===== src/rtl/div_unit_pkg.sv =====
// Shared encodings for the execute-stage divider: FSM states, ready/start
// levels and the zero word.
package div_unit_pkg;

    typedef enum logic [1:0] {
        DivFree   = 2'b00,
        DivByZero = 2'b01,
        DivOn     = 2'b10,
        DivEnd    = 2'b11
    } div_state_e;

    localparam logic        DivResultReady    = 1'b1;
    localparam logic        DivResultNotReady = 1'b0;
    localparam logic        DivStart          = 1'b1;
    localparam logic        DivStop           = 1'b0;
    localparam logic [31:0] ZeroWord          = 32'h0000_0000;

endpackage


===== src/rtl/div_step.sv =====
// One restoring-division iteration: shift the partial register left, then
// trial-subtract the divisor from the upper DATA_W+1 bits.
module div_step #(
    parameter int DATA_W = 32
) (
    input  logic [2*DATA_W:0]  part_i,
    input  logic [DATA_W-1:0]  divisor_i,
    output logic [2*DATA_W:0]  part_o
);

    logic [2*DATA_W:0] shifted_s;
    logic [DATA_W:0]   upper_s;
    logic [DATA_W:0]   diff_s;
    logic              unused_msb_s;

    // The top bit is always clear between iterations (remainder < divisor).
    assign unused_msb_s = part_i[2*DATA_W];

    // Shift, trial-subtract and commit when the difference is non-negative.
    always_comb begin
        shifted_s = {part_i[2*DATA_W-1:0], 1'b0};
        upper_s   = shifted_s[2*DATA_W:DATA_W];
        diff_s    = upper_s - {1'b0, divisor_i};
        if (upper_s >= {1'b0, divisor_i}) begin
            part_o = {diff_s, shifted_s[DATA_W-1:1], 1'b1};
        end else begin
            part_o = shifted_s;
        end
    end

endmodule


===== src/rtl/div_unit.sv =====
// Multi-cycle radix-2 restoring divider (DIV/DIVU) for the execute stage.
// Optional macro DIV_ZERO_FLAG_EN adds the div_zero_o output.
module div_unit
    import div_unit_pkg::*;
#(
    parameter int DATA_W = 32
) (
    input  logic                clk,
    input  logic                rst,
    input  logic                signed_div_i,
    input  logic [DATA_W-1:0]   opdata1_i,
    input  logic [DATA_W-1:0]   opdata2_i,
    input  logic                start_i,
    input  logic                annul_i,
    output logic [2*DATA_W-1:0] result_o,
    output logic                ready_o
`ifdef DIV_ZERO_FLAG_EN
    ,
    output logic                div_zero_o
`endif
);

    localparam int CNT_W = $clog2(DATA_W) + 1;

    div_state_e          state_q, state_d;
    logic [CNT_W-1:0]    cnt_q, cnt_d;
    logic [2*DATA_W:0]   part_q, part_d;
    logic [DATA_W-1:0]   divisor_q, divisor_d;
    logic                neg_quo_q, neg_quo_d;
    logic                neg_rem_q, neg_rem_d;
    logic [2*DATA_W-1:0] result_q, result_d;
    logic                ready_q, ready_d;
`ifdef DIV_ZERO_FLAG_EN
    logic                zero_path_q, zero_path_d;
    logic                div_zero_q, div_zero_d;
`endif

    logic [2*DATA_W:0]   step_s;
    logic [DATA_W-1:0]   dividend_abs_s;
    logic [DATA_W-1:0]   divisor_abs_s;
    logic [DATA_W-1:0]   quo_fix_s;
    logic [DATA_W-1:0]   rem_fix_s;

    div_step #(.DATA_W(DATA_W)) u_div_step (
        .part_i    (part_q),
        .divisor_i (divisor_q),
        .part_o    (step_s)
    );

    // Magnitudes at start and sign correction of the finished quotient/remainder.
    always_comb begin
        if (signed_div_i && opdata1_i[DATA_W-1]) begin
            dividend_abs_s = -opdata1_i;
        end else begin
            dividend_abs_s = opdata1_i;
        end
        if (signed_div_i && opdata2_i[DATA_W-1]) begin
            divisor_abs_s = -opdata2_i;
        end else begin
            divisor_abs_s = opdata2_i;
        end
        quo_fix_s = neg_quo_q ? -part_q[DATA_W-1:0] : part_q[DATA_W-1:0];
        rem_fix_s = neg_rem_q ? -part_q[2*DATA_W-1:DATA_W] : part_q[2*DATA_W-1:DATA_W];
    end

    // Next-state logic for the FREE/BYZERO/ON/END sequencer.
    always_comb begin
        state_d   = state_q;
        cnt_d     = cnt_q;
        part_d    = part_q;
        divisor_d = divisor_q;
        neg_quo_d = neg_quo_q;
        neg_rem_d = neg_rem_q;
        result_d  = result_q;
        ready_d   = ready_q;
`ifdef DIV_ZERO_FLAG_EN
        zero_path_d = zero_path_q;
        div_zero_d  = div_zero_q;
`endif
        case (state_q)
            DivFree: begin
                ready_d  = DivResultNotReady;
                result_d = {(2*DATA_W){1'b0}};
`ifdef DIV_ZERO_FLAG_EN
                zero_path_d = 1'b0;
                div_zero_d  = 1'b0;
`endif
                if (start_i == DivStart && !annul_i) begin
                    if (opdata2_i == {DATA_W{1'b0}}) begin
                        state_d = DivByZero;
                    end else begin
                        state_d   = DivOn;
                        cnt_d     = {CNT_W{1'b0}};
                        part_d    = {{(DATA_W+1){1'b0}}, dividend_abs_s};
                        divisor_d = divisor_abs_s;
                        neg_quo_d = signed_div_i & (opdata1_i[DATA_W-1] ^ opdata2_i[DATA_W-1]);
                        neg_rem_d = signed_div_i & opdata1_i[DATA_W-1];
                    end
                end else begin
                    state_d = DivFree;
                end
            end
            DivByZero: begin
                state_d   = DivEnd;
                part_d    = {(2*DATA_W+1){1'b0}};
                divisor_d = {DATA_W{1'b0}};
                neg_quo_d = 1'b0;
                neg_rem_d = 1'b0;
`ifdef DIV_ZERO_FLAG_EN
                zero_path_d = 1'b1;
`endif
            end
            DivOn: begin
                if (annul_i) begin
                    state_d   = DivFree;
                    cnt_d     = {CNT_W{1'b0}};
                    part_d    = {(2*DATA_W+1){1'b0}};
                    divisor_d = {DATA_W{1'b0}};
                    neg_quo_d = 1'b0;
                    neg_rem_d = 1'b0;
                end else begin
                    part_d = step_s;
                    cnt_d  = cnt_q + CNT_W'(1);
                    if (cnt_q == CNT_W'(DATA_W - 1)) begin
                        state_d = DivEnd;
                    end else begin
                        state_d = DivOn;
                    end
                end
            end
            DivEnd: begin
                // Result is held until the execute stage drops its request.
                if (start_i == DivStop || annul_i) begin
                    state_d  = DivFree;
                    ready_d  = DivResultNotReady;
                    result_d = {(2*DATA_W){1'b0}};
`ifdef DIV_ZERO_FLAG_EN
                    zero_path_d = 1'b0;
                    div_zero_d  = 1'b0;
`endif
                end else begin
                    ready_d  = DivResultReady;
                    result_d = {rem_fix_s, quo_fix_s};
`ifdef DIV_ZERO_FLAG_EN
                    div_zero_d = zero_path_q;
`endif
                end
            end
            default: begin
                state_d  = DivFree;
                ready_d  = DivResultNotReady;
                result_d = {(2*DATA_W){1'b0}};
            end
        endcase
    end

    // State and registered outputs; reset clears everything immediately.
    always_ff @(posedge clk or negedge rst) begin
        if (!rst) begin
            state_q   <= DivFree;
            cnt_q     <= {CNT_W{1'b0}};
            part_q    <= {(2*DATA_W+1){1'b0}};
            divisor_q <= {DATA_W{1'b0}};
            neg_quo_q <= 1'b0;
            neg_rem_q <= 1'b0;
            result_q  <= {(2*DATA_W){1'b0}};
            ready_q   <= DivResultNotReady;
`ifdef DIV_ZERO_FLAG_EN
            zero_path_q <= 1'b0;
            div_zero_q  <= 1'b0;
`endif
        end else begin
            state_q   <= state_d;
            cnt_q     <= cnt_d;
            part_q    <= part_d;
            divisor_q <= divisor_d;
            neg_quo_q <= neg_quo_d;
            neg_rem_q <= neg_rem_d;
            result_q  <= result_d;
            ready_q   <= ready_d;
`ifdef DIV_ZERO_FLAG_EN
            zero_path_q <= zero_path_d;
            div_zero_q  <= div_zero_d;
`endif
        end
    end

    assign result_o = result_q;
    assign ready_o  = ready_q;
`ifdef DIV_ZERO_FLAG_EN
    assign div_zero_o = div_zero_q;
`endif

endmodule


===== config.mk =====
export PLATFORM = sky130hd
export DESIGN_NAME = div_unit
export DESIGN_NICKNAME = d
export VERILOG_FILES = /design/src/rtl/div_unit_pkg.sv /design/src/rtl/div_step.sv /design/src/rtl/div_unit.sv
export SDC_FILE = /design/constraint.sdc
export NUM_CORES = 1
export LEC_CHECK = 0
export CAP_MARGIN = 20
export CORE_ASPECT_RATIO = 0.9
export CORE_UTILIZATION = 32
export DETAILED_ROUTE_END_ITERATION = 7
export PLACE_DENSITY = 0.46
export RECOVER_POWER = 100
export SLEW_MARGIN = 20
export SYNTH_ARGS = -nofsm -noshare
export SYNTH_HDL_FRONTEND = slang
export SYNTH_SLANG_ARGS = --single-unit

===== constraint.sdc =====
create_clock -name clk -period 5.34 [get_ports clk]
set_input_delay 0.534 -clock clk [delete_from_list [all_inputs] [get_ports clk]]
set_output_delay 0.534 -clock clk [all_outputs]
set_load 0.02 [all_outputs]

==> results_dict.tcl, run 1 <==
set metrics [dict create \
    status "finished, violations left" \
    failed_checks "max-capacitance violations, max-slew violations" \
    cts_tree "yes" \
    grt_max_degree 98 \
    drc 0 \
    ys_ff_latch 171 \
    slew_headroom -0.969 \
    rsz0062_at_grt "no" \
    clock-skew-final_ns 0.0174 \
    power.leakage_uw 0.00610 \
    critPathMaxFanout 31 \
    ctsResizeCount 0 \
    antenna_found_initial 0 \
    rows 65 \
    place_ws_ns 1.31 \
    seq_area_um2 4280 \
    final_cell_area_um2 14000 \
    overflow 0 \
    max-cap-violations 4 \
    yosys_warnings 0 \
    clk_pin_slew_ns 0.08 \
    postCtsHoldBufs 0 \
    holdWs_ns 0.122 \
    synth-edff-count 0 \
    postSynth.asyncResetShare 1.00 \
    post-route-min-period_ns 4.21 \
    syn-num-nets 1492 \
    r2r-end "part_q[43]" \
    pin_count 134 \
    clock_path_buffers 2 \
    finalSetupViolations 0 \
    post_cts_buffers 0 \
    vdd_drop_max_uv 219 \
    die_w_um 203 \
    grt_usage 0.199 \
    die_y_um 183 \
    reg2reg_depth 10 \
    vias 10221 \
    tightest_slew_ns 2.95 \
    worstSkewPairLatency_ns 0.45 \
    cts-root-buf "clkbuf_16" \
    ys_types 74 \
    synth_top_flop_cell "dfrtp_1" \
    fillers 3619 \
    fmax_ghz 0.237 \
    reg2reg_slack_ns 1.75 \
    syn_inst 1379 \
    r2r_start "part_q[35]" \
    power.density_nw_per_um2 379 \
    start_util 0.328 \
    fin_nets 1594 \
    path_class "input port to flop" \
    die-area_um2 37000 \
    finalCritPeriodShare 0.789 \
    drt_iter0_markers 655 \
    htreeDepth 4 \
    wl_per_cell_um 18.3 \
    grt_pass1_wl_um 57300 \
    ys_seq_area_frac 0.369 \
    critPathLaunchType "input port" \
    detail-route-antenna-nets 0 \
    final_cell_mix "nand2_1 (216), dfrtp_1 (171), o21ai_0 (166)" \
    areaGrowthSynthToFinish_pct 20.3 \
    cp.arrival_ns 4.59 \
    port_buffers 133 \
    dpl-instance-area_um2 13400 \
    setup_tns_ns 0 \
    core-area_um2 35400 \
    num_antenna_cells 0 \
    fin_ws_ns 1.13 \
    multiInputGateArea_um2 6810 \
    cts.sinks 171 \
    dp_hpwl_um 27600 \
    maxSlewViolCount 228 \
    post_synth_instance_area_um2 11600 \
    hold_path_class "input port to asynchronous set/reset pin" \
    critPathCaptureType "flop" \
    gp_congestion 0.888 \
    finalHoldViolations 0 \
    avgSynthCellArea_um2 8.41 \
    totalWireLength_um 36000 \
    layout_commonest_cell "nand2_1" \
    numCtsBuffers 17 \
    grt_pass1_vias 9737 \
    via_per_inst 5.21 \
    firstDrtPassIters 5 \
    layout-drive-gt1-share 0.0502 \
    cp_data_required_time_ns 5.72 \
]
[synth_stat cells, drive strengths merged (10+ instances only)]
master / number / area [um2]
a31oi: 12 / 75.1
mux2i: 21 / 223
o21ai: 168 / 848
nor3: 30 / 155
nand2: 216 / 811
a22oi: 11 / 82.6
ha: 43 / 538
buf: 16 / 75.1
nand3: 20 / 105
and2: 13 / 81.3
nor2: 73 / 277
xnor2: 53 / 464
a21oi: 65 / 325
a21o: 12 / 90.1
or3: 18 / 124
nor4: 13 / 87.6
inv: 63 / 236
o21a: 10 / 75.1
a32oi: 15 / 131
nand2b: 12 / 75.1
o31ai: 67 / 517
xor2: 88 / 771
clkbuf: 54 / 203
o41ai: 10 / 87.6
dfrtp: 171 / 4280
[flip-flops by register name (all words and copies together), names as in the netlist]
signal,cells
cnt_q,6
divisor_q,32
neg_quo_q,1
neg_rem_q,1
part_q,64
ready_o,1
result_o,64
state_q,2
[routing by layer]
metal	track usage	vias to the layer above	part of all wire
met4	0.0421	0	0.0097
met2	0.267	241	0.40
met5	0	-	0
met3	0.0321	20	0.051
met1	0.322	4825	0.54
li1	-	5135	-
[critical path: stages]
cell	delay [ns]
dlygate4sd3_1	0.60
or4_1	0.57
nor3_1	0.36
and4_1	0.31
a31oi_1	0.22
mux2i_2	1.35
buf_4	0.42
a221oi_1	0.07
a21oi_1	0.15
[cells by family after synthesis]
logic type      count (synthesis)  share of synthesized area
compound gates                419                      0.228
xor+xnor                      141                      0.107
fa+ha+maj                      44                     0.0481
buf+inv                       133                     0.0444
flops                         171                      0.369
mux                            26                     0.0241
simple gates                  445                      0.179
[power breakdown]
| group | switching (uW) | total (uW) | internal [uW] |
|---|---|---|---|
| Combinational | 1400 | 2230 | 831 |
| Clock | 600 | 1220 | 617 |
| Sequential | 329 | 1850 | 1520 |
| Total | 2330 | 5290 | 2970 |
[per-stage QoR]
stage,std cells,total power (uW),utilization
after floorplan,1379,3350,-
after global placement,1931,4080,0.379
after detailed placement,1931,4110,0.379
after CTS,1963,5340,0.395
after global routing,1963,5680,0.394
final,1963,5290,0.394
[cell type report]
| class | instances | area share |
|---|---|---|
| Multi-Input combinational cell | 1075 | 0.488 |
| Sequential cell | 171 | 0.307 |
| Timing Repair Buffer | 153 | 0.106 |
| Tap cell | 469 | 0.0421 |
| Clock buffer | 19 | 0.0310 |
| Inverter | 63 | 0.0170 |
| Clock inverter | 13 | 0.00915 |
[worst max path at each step]
stage,end,slack [ns],start
after detailed placement,part_q[0],1.31,opdata2_i[9]
after floorplan,part_q[60],2.44,part_q[31]
after global routing,part_q[10],0.76,opdata2_i[9]
final,part_q[0],1.13,opdata2_i[9]
after CTS,part_q[43],1.78,part_q[35]
after global placement,part_q[0],1.42,opdata2_i[9]
Note: power is estimated with default switching activity, not from simulation.
==> inputs of run 2 (changes only) <==
==> constraint.sdc (replaced) <==
create_clock -name clk -period 4.4 [get_ports clk]
set_input_delay 0.44 -clock clk [delete_from_list [all_inputs] [get_ports clk]]
set_output_delay 0.44 -clock clk [all_outputs]
set_load 0.02 [all_outputs]
==> results_dict.tcl, run 2 (synthesis results as in run 1) <==
set metrics [dict create \
    holdPathStages 2 \
    reg2reg_slack_ns 0.96 \
    grt_pass1_wl_um 56900 \
    place_inst 1938 \
    fmax_ghz 0.271 \
    worstHoldEndpoint "divisor_q[13]" \
    wl_per_cell_um 18.2 \
    clk_pin_slew_ns 0.07 \
    worst_path_max_delay_cell "clkbuf_2" \
    failed_checks "max-capacitance violations, max-slew violations" \
    cp_data_required_time_ns 4.77 \
    cts-root-buf "clkbuf_16" \
    cpPeakStageDelay_ns 0.68 \
    hp-start "divisor_q[13]" \
    dp_hpwl_um 27700 \
    rows 65 \
    max-cap-violations 2 \
    drc 0 \
    die_w_um 203 \
    postCtsHoldBufs 0 \
    detail-route-antenna-nets 0 \
    die_y_um 183 \
    finalCoreUtilization 0.397 \
    instances_no_fill 1970 \
    power.density_nw_per_um2 464 \
    core-area_um2 35400 \
    die-area_um2 37000 \
    hold_path_class "flop to flop" \
    crit_family "buffers and inverters" \
    cts.sinks 171 \
    grt_usage 0.197 \
    crit_path_cell_trace "dlygate4sd3_1 -> or4_1 -> nor3_1 -> and4_1 -> a31oi_1 -> mux2i_4 -> clkbuf_2 -> a221oi_1 -> a21oi_1" \
    htreeDepth 4 \
    overflow 0 \
    post_cts_buffers 0 \
    drt_iter0_markers 650 \
    numCtsBuffers 17 \
    critPathMaxFanout 35 \
    vias 10255 \
    firstDrtPassIters 5 \
    clock-skew-final_ns 0.0115 \
    slew_headroom -0.503 \
    power.leakage_uw 0.00617 \
    tightest_slew_ns 2.25 \
    worstSkewPairLatency_ns 0.45 \
    vdd_drop_max_uv 304 \
    r2r_start "part_q[45]" \
    antenna_found_initial 0 \
    num_antenna_cells 0 \
    rsz0062_at_grt "no" \
    finalSetupViolations 0 \
    reg2reg_depth 10 \
    ctsResizeCount 0 \
    grt_max_degree 93 \
    fin_nets 1601 \
    gp_congestion 0.893 \
    r2r-end "part_q[45]" \
    crit_buf_inv 2 \
    critPathLaunchType "input port" \
    layout-drive-gt1-share 0.0546 \
    maxSlewViolCount 177 \
    path_class "input port to flop" \
    critPathCaptureType "flop" \
    setup_tns_ns 0 \
    via_per_inst 5.21 \
    finalCritPeriodShare 0.840 \
    grt_pass1_vias 9609 \
    clock_path_buffers 2 \
    final_cell_mix "nand2_1 (216), dfrtp_1 (171), o21ai_0 (164)" \
    cts_tree "yes" \
    port_buffers 133 \
    layout_commonest_cell "nand2_1" \
    pin_count 134 \
    start_util 0.328 \
    finalHoldViolations 0 \
    status "finished, violations left" \
    cp.arrival_ns 4.06 \
    areaGrowthSynthToFinish_pct 21.2 \
    totalWireLength_um 35900 \
    post-route-min-period_ns 3.70 \
]
## run 2: cell count changes in the layout (fill, tap and decap cells not counted), sizes merged
| cell | previous run | this run |
|---|---|---|
| bufinv | 0 | 1 |
| clkinv | 3 | 4 |
| inv | 70 | 73 |
| clkbuf | 24 | 26 |
| buf | 16 | 19 |
| clkinvlp | 3 | 0 |
## run 2: worst max path at each step
| stage | endpoint | depth (start not counted) | slack [ns] | startpoint |
|---|---|---|---|---|
| 2_1_floorplan | part_q[60] | 12 | 1.50 | part_q[31] |
| 3_3_place_gp | part_q[10] | 9 | 0.83 | opdata2_i[9] |
| 3_5_place_dp | part_q[10] | 9 | 0.74 | opdata2_i[9] |
| 4_1_cts | part_q[60] | 12 | 0.97 | part_q[31] |
| 5_1_grt | neg_quo_q | 8 | 0.45 | opdata2_i[9] |
| 6_report | part_q[0] | 9 | 0.70 | opdata2_i[9] |
## run 2: layer usage
metal,GRT usage,wire (um)
met5,0,0
met2,0.261,14100
met3,0.0288,1710
met1,0.323,19700
met4,0.0478,368
## run 2: area by class of cell
type | instances | area, um2
Sequential cell | 171 | 4280
Tap cell | 469 | 587
Fill cell | 3653 | 21300
Clock buffer | 17 | 425
Inverter | 63 | 236
Multi-Input combinational cell | 1075 | 6810
Clock inverter | 15 | 190
Timing Repair Buffer | 160 | 1520
## run 2: per-stage QoR
step	total power [uW]	instance area, um2	hold WS, ns	setup slack, ns
global route	7000	14000	0.497	0.452
CTS	6620	14100	0.0866	0.972
detailed placement	5010	13500	0.466	0.736
finish	6520	14000	0.476	0.705
global placement	5000	13500	0.461	0.829
floorplan	4060	11600	0.144	1.50
## run 2: worst reg2reg max path, stage by stage (launching register included)
cell and delay [ns]:
dfrtp_1 0.50, ha_1 0.49, a21oi_1 0.14, o31ai_1 0.39
o21ai_0 0.16, a31oi_1 0.25, nor2_1 0.12, nor2_2 0.63
buf_4 0.35, mux2i_1 0.21, o21ai_0 0.09
## run 2: power by group
part | switching, uW | internal (uW) | leakage (uW) | total (uW)
Combinational | 1670 | 994 | 0.00357 | 2660
Clock | 761 | 825 | 0.000301 | 1590
Sequential | 425 | 1840 | 0.00230 | 2270
Total | 2860 | 3660 | 0.00617 | 6520
